File: src/rtl/data_cache_controller.sv
// Direct-mapped, write-through, no-write-allocate data cache with 16-byte lines.
// Read hits complete combinationally. A read miss holds the memory address for
// MEM_LATENCY cycles and then captures the whole line. Every store produces one
// memWrite cycle. Retired loads and read misses are counted; both counters saturate.
module data_cache_controller #(
  parameter int LINES       = 16,
  parameter int MEM_LATENCY = 4
) (
  input  logic         CLk,
  input  logic         reset_n,
  input  logic [31:0]  cpuAddress,
  input  logic [31:0]  cpuWriteData,
  input  logic         cpuRead,
  input  logic         cpuWrite,
  output logic [31:0]  cpuReadData,
  output logic         stall,
  output logic [31:0]  memAddress,
  output logic [31:0]  memInputData,
  output logic         memWrite,
  input  logic [127:0] memData,
  output logic [15:0]  readCount,
  output logic [15:0]  missCount
);

  localparam int CNT_W = $clog2(MEM_LATENCY + 1);
  localparam logic [CNT_W-1:0] CNT_LAST = CNT_W'(MEM_LATENCY - 1);

  typedef enum logic [1:0] {S_IDLE, S_REFILL, S_WRITE} state_t;

  state_t             r_state;
  state_t             w_next_state;
  logic [CNT_W-1:0]   r_cnt;
  logic [LINES-1:0]   r_valid;
  logic [23:0]        r_tag  [LINES];
  logic [127:0]       r_line [LINES];
  logic [31:0]        r_mem_addr;
  logic [31:0]        r_mem_wdata;
  logic               r_mem_write;
  logic [15:0]        r_read_cnt;
  logic [15:0]        r_miss_cnt;

  logic [3:0]         w_idx;
  logic [1:0]         w_word;
  logic               w_hit;
  logic [31:0]        w_cached_word;
  logic               w_stall;
  logic [31:0]        w_rdata;
  logic               w_read_hit;
  logic               w_start_write;
  logic               w_start_refill;
  logic               w_refill_done;
  logic               w_unused_addr_lsb;

  // Byte-offset bits within a word are not needed: all accesses are word accesses.
  assign w_unused_addr_lsb = ^cpuAddress[1:0];

  assign w_idx         = cpuAddress[7:4];
  assign w_word        = cpuAddress[3:2];
  assign w_hit         = r_valid[w_idx] && (r_tag[w_idx] == cpuAddress[31:8]);
  assign w_cached_word = r_line[w_idx][{w_word, 5'd0} +: 32];

  // Outputs that must read as zero for the whole time reset is held.
  assign stall        = reset_n & w_stall;
  assign cpuReadData  = reset_n ? w_rdata : 32'd0;
  assign memAddress   = r_mem_addr;
  assign memInputData = r_mem_wdata;
  assign memWrite     = r_mem_write;
  assign readCount    = r_read_cnt;
  assign missCount    = r_miss_cnt;

  // State register.
  always_ff @(posedge CLk or negedge reset_n) begin
    if (!reset_n) r_state <= S_IDLE;
    else          r_state <= w_next_state;
  end

  // Next-state and per-cycle control; a store wins over a load in the same cycle.
  always_comb begin
    w_next_state   = r_state;
    w_stall        = 1'b0;
    w_rdata        = 32'd0;
    w_read_hit     = 1'b0;
    w_start_write  = 1'b0;
    w_start_refill = 1'b0;
    w_refill_done  = 1'b0;
    case (r_state)
      S_IDLE: begin
        if (cpuWrite) begin
          w_stall       = 1'b1;
          w_start_write = 1'b1;
          w_next_state  = S_WRITE;
        end else if (cpuRead) begin
          if (w_hit) begin
            w_rdata    = w_cached_word;
            w_read_hit = 1'b1;
          end else begin
            w_stall        = 1'b1;
            w_start_refill = 1'b1;
            w_next_state   = S_REFILL;
          end
        end
      end
      S_REFILL: begin
        w_stall = 1'b1;
        if (r_cnt == CNT_LAST) begin
          w_refill_done = 1'b1;
          w_next_state  = S_IDLE;
        end
      end
      S_WRITE: begin
        w_next_state = S_IDLE;
      end
      default: begin
        w_next_state = S_IDLE;
      end
    endcase
  end

  // Memory interface, refill timer, valid bits and saturating counters.
  always_ff @(posedge CLk or negedge reset_n) begin
    if (!reset_n) begin
      r_mem_addr  <= 32'd0;
      r_mem_wdata <= 32'd0;
      r_mem_write <= 1'b0;
      r_cnt       <= '0;
      r_valid     <= '0;
      r_read_cnt  <= 16'd0;
      r_miss_cnt  <= 16'd0;
    end else begin
      r_mem_write <= w_start_write;
      if (w_start_write) begin
        r_mem_addr  <= cpuAddress;
        r_mem_wdata <= cpuWriteData;
      end
      if (w_start_refill) begin
        r_mem_addr <= {cpuAddress[31:4], 4'b0000};
        r_cnt      <= '0;
        if (r_miss_cnt != 16'hFFFF) r_miss_cnt <= r_miss_cnt + 16'd1;
      end else if (r_state == S_REFILL) begin
        r_cnt <= r_cnt + CNT_W'(1);
      end
      if (w_refill_done) r_valid[w_idx] <= 1'b1;
      if (w_read_hit && (r_read_cnt != 16'hFFFF)) r_read_cnt <= r_read_cnt + 16'd1;
    end
  end

  // Tag and line storage; contents only matter where the valid bit is set.
  always_ff @(posedge CLk) begin
    if (w_refill_done) begin
      r_line[w_idx] <= memData;
      r_tag[w_idx]  <= cpuAddress[31:8];
    end else if (w_start_write && w_hit) begin
      r_line[w_idx][{w_word, 5'd0} +: 32] <= cpuWriteData;
    end
  end

endmodule

File: config.mk
export PLATFORM = sky130hd
export DESIGN_NAME = data_cache_controller
export DESIGN_NICKNAME = d
export VERILOG_FILES = /design/src/rtl/data_cache_controller.sv
export SDC_FILE = /design/constraint.sdc
export NUM_CORES = 2
export LEC_CHECK = 0
export BUFFER_PORTS_ARGS = -buffer_cell sky130_fd_sc_hd__buf_4
export CORE_MARGIN = 8
export CORE_UTILIZATION = 56
export CTS_CLUSTER_DIAMETER = 150
export DETAILED_ROUTE_END_ITERATION = 7
export MAX_ROUTING_LAYER = met4
export PLACE_DENSITY = 0.76
export SYNTH_ARGS = -nofsm -noshare
export SYNTH_HDL_FRONTEND = slang
export SYNTH_SLANG_ARGS = --single-unit
export TNS_END_PERCENT = 20
File: constraint.sdc
create_clock -name CLk -period 4.15 [get_ports CLk]
set_clock_uncertainty 0.1 [all_clocks]
set_input_delay 0.2075 -clock CLk [delete_from_list [all_inputs] [get_ports CLk]]
set_output_delay 0.2075 -clock CLk [all_outputs]
set_load 0.05 [all_outputs]
==> results by group <==
Outcome
  – Status: complete, but fails checks
  – Failing checks: setup timing

Floorplanning
  – Die Footprint: 194,000 um2
  – Overall die height: 440 um
  – # rows: 155
  – Initial core utilization: 56.4%
  – Ports: 326
  – Die width: 440 um
  – Core area: 179,000 um2

Setup path
  – Crit Path Category: reg -> out
  – Data arrival time of the worst path: 4.35 ns
  – CP startpoint kind: flop
  – Worst setup EP type: output pin
  – Critical-path maximum fanout: 8
  – Worst path required time: 3.84 ns

Global route
  – Antenna violations before repair: 19
  – Vias in the first global route: 56,300
  – Largest net degree at the start of global routing: 136
  – Grt total ovfl: 0
  – GRT Util Overall: 31.7%
  – First-pass GRT wire length: 419 mm

Synthesis
  – Cells after synthesis: 4,678
  – Syn avg cell area: 21.5 um2
  – EDFF count, synth: 2,432
  – Mapped Area: 101,000 um2
  – Register area share after synthesis: 75.5%
  – Yosys reg bits: 2,550
  – Yosys cell types: 80
  – Yosys warns: 0
  – Post-Syn Nets: 4,883
  – Synth async-reset ratio: 4.63%
  – Top FF cell, synth: edfxtp_1

Power and ir drop
  – Internal: 43.2 mW
  – Comb power frac: 10.8%
  – Largest vdd supply drop: 0.000598 V
  – Pleak: 40.4 nW
  – Power density over the cells: 471 nW/um2
  – Flop pwr share: 50.7%
  – Switching Share: 24.2%
  – Net switching power: 13.8 mW
  – Clock group share of total power: 38.6%

Clock network
  – Total CTS buffers: 238
  – Worst-path clk slew: 0.07 ns
  – CTS root buf: clkbuf_16
  – Clk Latency, worst-skew pair: 0.89 ns
  – Max clock buf depth: 3
  – H-tree Lvls: 4
  – CTS Sinks: 2,550
  – CTS tree: built

Timing
  – Fin crit share: 112%
  – Minimum clock period: 4.65 ns
  – Final WS setup: -0.504 ns
  – FMAX: 215 MHz
  – RSZ-0062 raised after global routing: yes
  – Worst Tran Pin Value: 1.28 ns
  – Final setup vio count: 33
  – Rel. slew slack: 14.7%
  – Pins Over Slew Limit: 0
  – Final Hold Vio Count: 0
  – Final TNS setup: -13.17 ns

Routing
  – WL final: 301 mm
  – Residual DRC: 0
  – ANT nets after route: 0
  – Initial drt markers: 8,748
  – Wire per inst: 36.6 um
  – Initial DRT Pass Iterations: 8
  – Vias per cell: 6.71
  – Vias: 55,200

Finish
  – Post-route insts no fill: 8,225
  – Fraction of layout cells with a size suffix above 1: 35.3%
  – Nets: 5,836
  – Fillers: 10,400
  – Synth-to-layout area growth: 20.5%
  – Most frequent cells in the layout: 2,432 x edfxtp_1, 739 x mux4_2, 558 x buf_4
  – Commonest non-fill, non-tap cell in the layout: edfxtp_1

Placed design
  – RePlAce Congestion: 0.897
  – IO Port Bufs: 325
  – Detailed-placement wirelength estimate: 175 mm
  – Placed Cells: 7,535

Flow run
  – Max_cap viols: 0

Worst hold path
  – Min-delay worst type: in -> async
[cells in the mapped netlist, drive strengths merged, types with 2 or more instances]
master,instances,area share [%]
a31o,3,0.026
nor3,18,0.11
a21boi,3,0.022
o22ai,7,0.043
o2111ai,2,0.017
mux2,44,0.49
nor4bb,2,0.020
nor3b,3,0.022
ha,9,0.11
o211ai,2,0.015
nand2b,7,0.043
xor2,26,0.23
or2,21,0.13
o221ai,2,0.017
nand2,152,0.57
dfrtp,118,2.9
xnor2,26,0.23
or3,7,0.048
inv,149,0.56
a22oi,13,0.097
a31oi,5,0.031
nor2b,38,0.31
mux2i,85,0.86
mux4,742,17
and3,10,0.062
a21o,2,0.015
nor2,114,0.43
edfxtp,2432,73
buf,118,0.76
clkbuf,137,0.51
nor4,6,0.062
and2,4,0.025
o32ai,3,0.034
nand4,14,0.10
nand3,159,0.79
a22o,14,0.12
a21oi,9,0.045
o21ai,144,0.72
or4,2,0.019
and2b,2,0.015
o311ai,3,0.026
a211oi,6,0.045
[registers in the layout, summed over array words and instances, names as in the netlist, 2 cells and up]
register,cells
memAddress,32
memInputData,32
missCount,16
r_cnt,3
r_line,2048
r_state,2
r_tag,384
r_valid,16
readCount,16
[cell type report]
class	count	area, um2	area share, %
multi-input combinational	1723	23800	19.6
clock buffer	276	6220	5.13
tap	2355	2950	2.43
inverter	150	571	0.470
clock inverter	171	1600	1.32
timing repair buffer	968	10100	8.31
antenna	32	80.1	0.0660
sequential	2550	76000	62.6
[layer usage]
metal / share of wire [%] / global-route usage (%) / wire length [um]
met3: 11 / 7.77 / 33200
met2: 47 / 48.3 / 142000
met4: 8.9 / 22.5 / 26800
met5: 0 / - / 0
met1: 33 / 37.4 / 98100
[through the flow]
stage | instance area (um2) | hold slack (ns) | setup WS (ns) | total power, mW | util, %
after CTS | 121000 | 0.00105 | -0.567 | 57.0 | 67.8
after detailed placement | 111000 | -0.101 | -0.287 | 35.2 | 62.0
after floorplan | 101000 | -0.188 | -0.430 | 32.8 | -
after global placement | 111000 | -0.0997 | -0.188 | 35.0 | 62.0
final | 121000 | 0.0631 | -0.504 | 57.1 | 67.9
after global routing | 121000 | 0.0275 | -0.601 | 58.3 | 67.9
[critical path: stages (launching register included)]
cell      delay (ns)
edfxtp_1        0.39
mux4_2          0.46
mux2i_1         0.16
buf_4           0.16
or3_4           0.12
nand4_1         0.07
or4_4           0.56
nor4b_4         0.29
nand3_2         0.13
or3_4           0.39
buf_12          0.19
buf_12          0.18
nor2b_2         0.17
buf_6           0.18
[cell families after synthesis]
| family | count (synthesis) | synth area share, % |
|---|---|---|
| DFF | 2550 | 75.5 |
| muxes | 871 | 18.0 |
| and+or+nand+nor | 561 | 2.79 |
| buffers and inverters | 405 | 1.84 |
| AOI/OAI and AO/OA | 230 | 1.39 |
| xor gates and xnor gates | 52 | 0.452 |
| adders and majority gates | 9 | 0.112 |
[path summary, 6_finish.rpt]
check,from,to,slack [ns],cells after the start
worst max register to register,r_tag[6][22],r_line[6][9],0.12,13
worst min register to register,r_valid[9],r_valid[9],0.36,1
min in group CLk,memData[25],r_line[14][25],0.07,4
max in group asynchronous,reset_n,memInputData[12],2.51,4
worst max-delay path,r_tag[0][15],cpuReadData[7],-0.50,13
worst min-delay path,reset_n,r_valid[15],0.06,3
[timing repair]
item / in CTS / in global routing
hold buffers: 208 / 0
setup buffers: 3 / 1
pin swaps: 11 / 8
cloned: 1 / 0
setup endpoints to repair: 33 / 109
endpoints found under the hold margin: 2518 / 0
gates resized for setup: 81 / 40
[power by group through the flow]
stage,sequential [mW],combinational (mW),clock (mW)
2_1_floorplan,30.6,2.18,0
3_3_place_gp,29.4,5.63,0
3_5_place_dp,29.4,5.72,0
4_1_cts,28.9,6.04,22.1
5_1_grt,28.9,6.33,23.1
6_report,28.9,6.14,22.0
Power figures use the tool's default switching activity.
